File: config.mk
export PLATFORM = sky130hd
export DESIGN_NAME = serial_port_ctrl
export DESIGN_NICKNAME = d
export VERILOG_FILES = /design/src/rtl/serial_port_ctrl_pkg.sv /design/src/rtl/serial_port_ctrl_start_arm.sv /design/src/rtl/serial_port_ctrl.sv
export SDC_FILE = /design/constraint.sdc
export NUM_CORES = 1
export LEC_CHECK = 0
export BUFFER_PORTS_ARGS = -buffer_cell sky130_fd_sc_hd__buf_2
export CORE_AREA = 2 2 39 41
export DETAILED_ROUTE_END_ITERATION = 8
export DIE_AREA = 0 0 41 43
export GPL_ROUTABILITY_DRIVEN = 0
export HOLD_SLACK_MARGIN = 0.06
export PLACE_DENSITY_LB_ADDON = 0.08
export SYNTH_ARGS = -nofsm -noshare
export SYNTH_HDL_FRONTEND = slang
export SYNTH_SLANG_ARGS = --single-unit
File: constraint.sdc
create_clock -name clk -period 1.9 [get_ports clk]
set_input_delay 0.38 -clock clk [delete_from_list [all_inputs] [get_ports clk]]
set_output_delay 0.38 -clock clk [all_outputs]
set_load 0.005 [all_outputs]
File: src/rtl/serial_port_ctrl_pkg.sv
// Shared types and constants for the serial
// port-demultiplexer control unit.
package serial_port_ctrl_pkg;

  typedef enum logic [2:0] {
    S_IDLE = 3'd0,
    S_PORT = 3'd1,
    S_NUM  = 3'd2,
    S_LOAD = 3'd3,
    S_DATA = 3'd4,
    S_DONE = 3'd5
  } state_t;

  localparam int PORT_BITS = 2;
  localparam int NUM_BITS  = 4;

endpackage

File: src/rtl/serial_port_ctrl_start_arm.sv
// Start-bit qualifier: counts idle-level bits
// and flags a start only once armed.
module serial_port_ctrl_start_arm #(
  parameter int   ARM_BITS    = 2,
  parameter logic START_LEVEL = 1'b0
) (
  input  logic clk,
  input  logic rst,
  input  logic i_en,
  input  logic i_clr,
  input  logic i_ser,
  output logic o_start
);

  logic [3:0] r_arm;
  logic       w_armed;
  logic       w_is_start;

  assign w_armed    = (r_arm >= 4'(ARM_BITS));
  assign w_is_start = (i_ser == START_LEVEL);
  assign o_start    = i_en & w_armed & w_is_start;

  // Saturating arm counter; an early start level disarms it.
  always_ff @(posedge clk or negedge rst) begin
    if (!rst) begin
      r_arm <= 4'd0;
    end else if (i_clr) begin
      r_arm <= 4'd0;
    end else if (i_en) begin
      if (w_is_start) begin
        if (!w_armed) r_arm <= 4'd0;
      end else if (!w_armed) begin
        r_arm <= r_arm + 4'd1;
      end
    end
  end

endmodule

File: src/rtl/serial_port_ctrl.sv
// Frame sequencer driving the serial
// port-demultiplexer datapath controls.
module serial_port_ctrl
  import serial_port_ctrl_pkg::*;
#(
  parameter int   ARM_BITS    = 2,
  parameter logic START_LEVEL = 1'b0
) (
  input  logic clk,
  input  logic rst,
  input  logic clkEn,
  input  logic serIn,
  input  logic co1,
  input  logic co2,
  input  logic coD,
  output logic shEn,
  output logic cnt1,
  output logic shEnD,
  output logic cnt2,
  output logic ldCntD,
  output logic cntD,
  output logic serCntValid,
  output logic Done,
  output logic busy
);

  state_t r_state;
  state_t w_next;
  logic   w_start;

  serial_port_ctrl_start_arm #(
    .ARM_BITS   (ARM_BITS),
    .START_LEVEL(START_LEVEL)
  ) u_arm (
    .clk    (clk),
    .rst    (rst),
    .i_en   (clkEn & (r_state == S_IDLE)),
    .i_clr  (clkEn & (r_state == S_DONE)),
    .i_ser  (serIn),
    .o_start(w_start)
  );

  // State register.
  always_ff @(posedge clk or negedge rst) begin
    if (!rst) r_state <= S_IDLE;
    else      r_state <= w_next;
  end

  // Next state; carry-outs only matter in their own state.
  always_comb begin
    w_next = r_state;
    unique case (r_state)
      S_IDLE: if (w_start)       w_next = S_PORT;
      S_PORT: if (clkEn & co1)   w_next = S_NUM;
      S_NUM:  if (clkEn & co2)   w_next = S_LOAD;
      S_LOAD: if (clkEn)         w_next = S_DATA;
      S_DATA: if (clkEn & coD)   w_next = S_DONE;
      S_DONE: if (clkEn)         w_next = S_IDLE;
      default:                   w_next = S_IDLE;
    endcase
  end

  // Output decode, strobes qualified by the bit enable.
  always_comb begin
    shEn        = clkEn & (r_state == S_PORT);
    cnt1        = clkEn & (r_state == S_PORT);
    shEnD       = clkEn & (r_state == S_NUM);
    cnt2        = clkEn & (r_state == S_NUM);
    ldCntD      = clkEn & (r_state == S_LOAD);
    cntD        = clkEn & (r_state == S_DATA);
    serCntValid = clkEn & (r_state == S_DATA);
    Done        = clkEn & (r_state == S_DONE);
    busy        = (r_state != S_IDLE);
  end

endmodule

==> impl_metrics.tcl <==
set metrics [dict create \
    die_area_mm2 0.00176 \
    synth_cell_types 29 \
    cp-start-kind "flop" \
    drtIter0Drc 5 \
    dpl_cell_area_um2 597 \
    tritoncts "yes" \
    io-pin-count 16 \
    report.final.setup_viol 0 \
    rows 14 \
    max_freq_mhz 599 \
    grt.total_usage_pct 14.5 \
    chipWidth_um 41 \
    area_delta_synth_final_pct 15.3 \
    synth_area_leaders "dfrtp_1 32%, a2bb2oi_2 5.5%, buf_4 5.5%" \
    r2r_setup_slack_ps 260 \
    grt_pass1_vias 398 \
    fin_ws_ps 232 \
    dp_hpwl_um 723 \
    detail-route-antenna-nets 0 \
    dp_slack_ps 273 \
    cts-resized-gates 0 \
    clkLatencyLatePin_ps 250 \
    peakVddDrop_uv 776 \
    antenna_found_initial 0 \
    rsz0062_at_grt "no" \
    drc 0 \
    num_antenna_cells 0 \
    tightest_slew_ps 420 \
    synth_seq_cells 7 \
    skew_ps 4.89 \
    period_needed_ps 1670 \
    die_h_um 43 \
    required_ps 1520 \
    r2r-end "r_state[0]" \
    final_cell_mix "15 x buf_2, 7 x dfrtp_1, 5 x nand2_1, 5 x nor2_1" \
    drt-pass1-iter-count 2 \
    core-area_mm2 0.00138 \
    design_area_um2 633 \
    io_buffers 15 \
    wl_per_cell_um 11.0 \
    reg2reg_depth 5 \
    finalNonFillerCells 87 \
    numClockSinks 7 \
    post_cts_buffers 0 \
    arrival_ps 1290 \
    p_per_area_mw_per_mm2 1520 \
    viasPerCell 4.89 \
    layout-drive-gt1-share_pct 38.0 \
    critPathCaptureType "primary output" \
    hold_viol_final 0 \
    final.setup.tns_ps 0 \
    nets 81 \
    syn_area_um2 549 \
    root_buffer "clkbuf_4" \
    initial_core_util_pct 39.7 \
    seq_area_frac_synth_pct 31.9 \
    cts_buffer_depth 2 \
    synth_area_per_cell_um2 9.81 \
    critPathLaunch "r_state[2]" \
    maxCapViolations 0 \
    post-synth-top-area-fraction_pct 31.9 \
    crit_fanout 9 \
    grt_overflow 0 \
    yosys.area.top_type "dfrtp_1" \
    wirelength_um 956 \
    hp-class "primary input to flop" \
    timing.final.crit_share_pct 87.8 \
    r2r_start "u_arm.r_arm[1]" \
    crit_type "flop to primary output" \
    synthCells 56 \
    syn_nets 65 \
    maxSlewHeadroom_pct 72.0 \
    slew_violations 0 \
    yosys_warnings 0 \
    grt_pass1_wl_mm 1.73 \
    layout_commonest_cell "buf_2" \
    status "complete, no violations" \
    leakage_nw 0.324 \
    setup.worst_path.end "ldCntD" \
    cts_buffers 3 \
    h-tree-depth 1 \
    vias 425 \
    grt_max_degree 14 \
    holdBufCountCts 1 \
    clk_pin_slew_ps 50 \
    dp_cells 82 \
]
[metrics by stage]
| stage | util [%] | hold WS, ps | power [W] |
|---|---|---|---|
| 4_1_cts | 45.8 | 408 | 0.000974 |
| 5_1_grt | 45.8 | 419 | 0.00106 |
| 2_1_floorplan | - | 84.4 | 0.000785 |
| 3_5_place_dp | 43.1 | 223 | 0.000833 |
| 3_3_place_gp | 43.1 | 229 | 0.000822 |
| 6_report | 45.8 | 415 | 0.000963 |
[routing by layer]
layer	global-route usage [%]	share of wire, %	routed length (µm)
met2	18.8	46	442
met3	6.28	5.6	54
met1	21.5	48	459
met5	0	0	0
met4	4.00	0	0
[state kept, by name (all words and copies together), names as in the netlist]
register / flops
r_state: 3
u_arm.r_arm: 4
[synthesized netlist by cell type]
master / instances
nor3_1: 1
xor2_1: 1
nand3b_1: 1
a21boi_0: 1
buf_4: 4
o21ai_0: 1
mux2_4: 1
nor2_1: 5
and3_1: 1
nor3b_2: 1
nor3b_1: 1
and3_4: 1
a21oi_1: 4
nor2b_1: 2
ha_1: 2
clkbuf_8: 1
and3b_1: 1
nor4_4: 1
inv_1: 4
buf_6: 1
nand2_1: 5
nor3_2: 1
a211oi_2: 1
mux2i_1: 2
a31oi_1: 1
nand2b_1: 1
dfrtp_1: 7
o21bai_1: 1
a2bb2oi_2: 2
[how the worst min path moves through the flow]
| stage | start | to | slack (ps) | cells past startpoint |
|---|---|---|---|---|
| after global routing | serIn | u_arm.r_arm[2] | 420 | 3 |
| after global placement | rst | u_arm.r_arm[0] | 230 | 1 |
| after floorplan | rst | r_state[0] | 80 | 0 |
| after CTS | serIn | u_arm.r_arm[2] | 410 | 3 |
| final | serIn | u_arm.r_arm[2] | 420 | 3 |
| after detailed placement | rst | u_arm.r_arm[0] | 220 | 1 |
[kinds of logic (layout without fill, tap and decap cells)]
group | count (synthesis) | after routing | synth area share, %
xor+xnor | 1 | 1 | 1.59
compound gates | 11 | 11 | 16.2
fa+ha+maj | 2 | 2 | 4.56
mux | 3 | 3 | 6.38
flops | 7 | 7 | 31.9
buf+inv | 10 | 25 | 12.8
simple gates | 22 | 22 | 26.7
[cell type report]
type,count,area (µm²)
inverter,4,15.0
sequential,7,175
fill,145,751
tap,16,20.0
timing repair buffer,17,92.6
multi-input combinational,39,304
clock buffer,4,26.3
[report_power, final]
part           internal [W]  switching [W]  leakage, nW
Clock             0.0000801      0.0000536       0.0150
Sequential         0.000206       0.000135       0.0912
Combinational      0.000284       0.000204        0.218
Total              0.000570       0.000393        0.324
[critical path: stages, from the launching register on]
cell and delay, ps:
dfrtp_1 470, nor2b_1 250, and3_1 210, buf_2 110
Note: power is estimated with default switching activity, not from simulation.
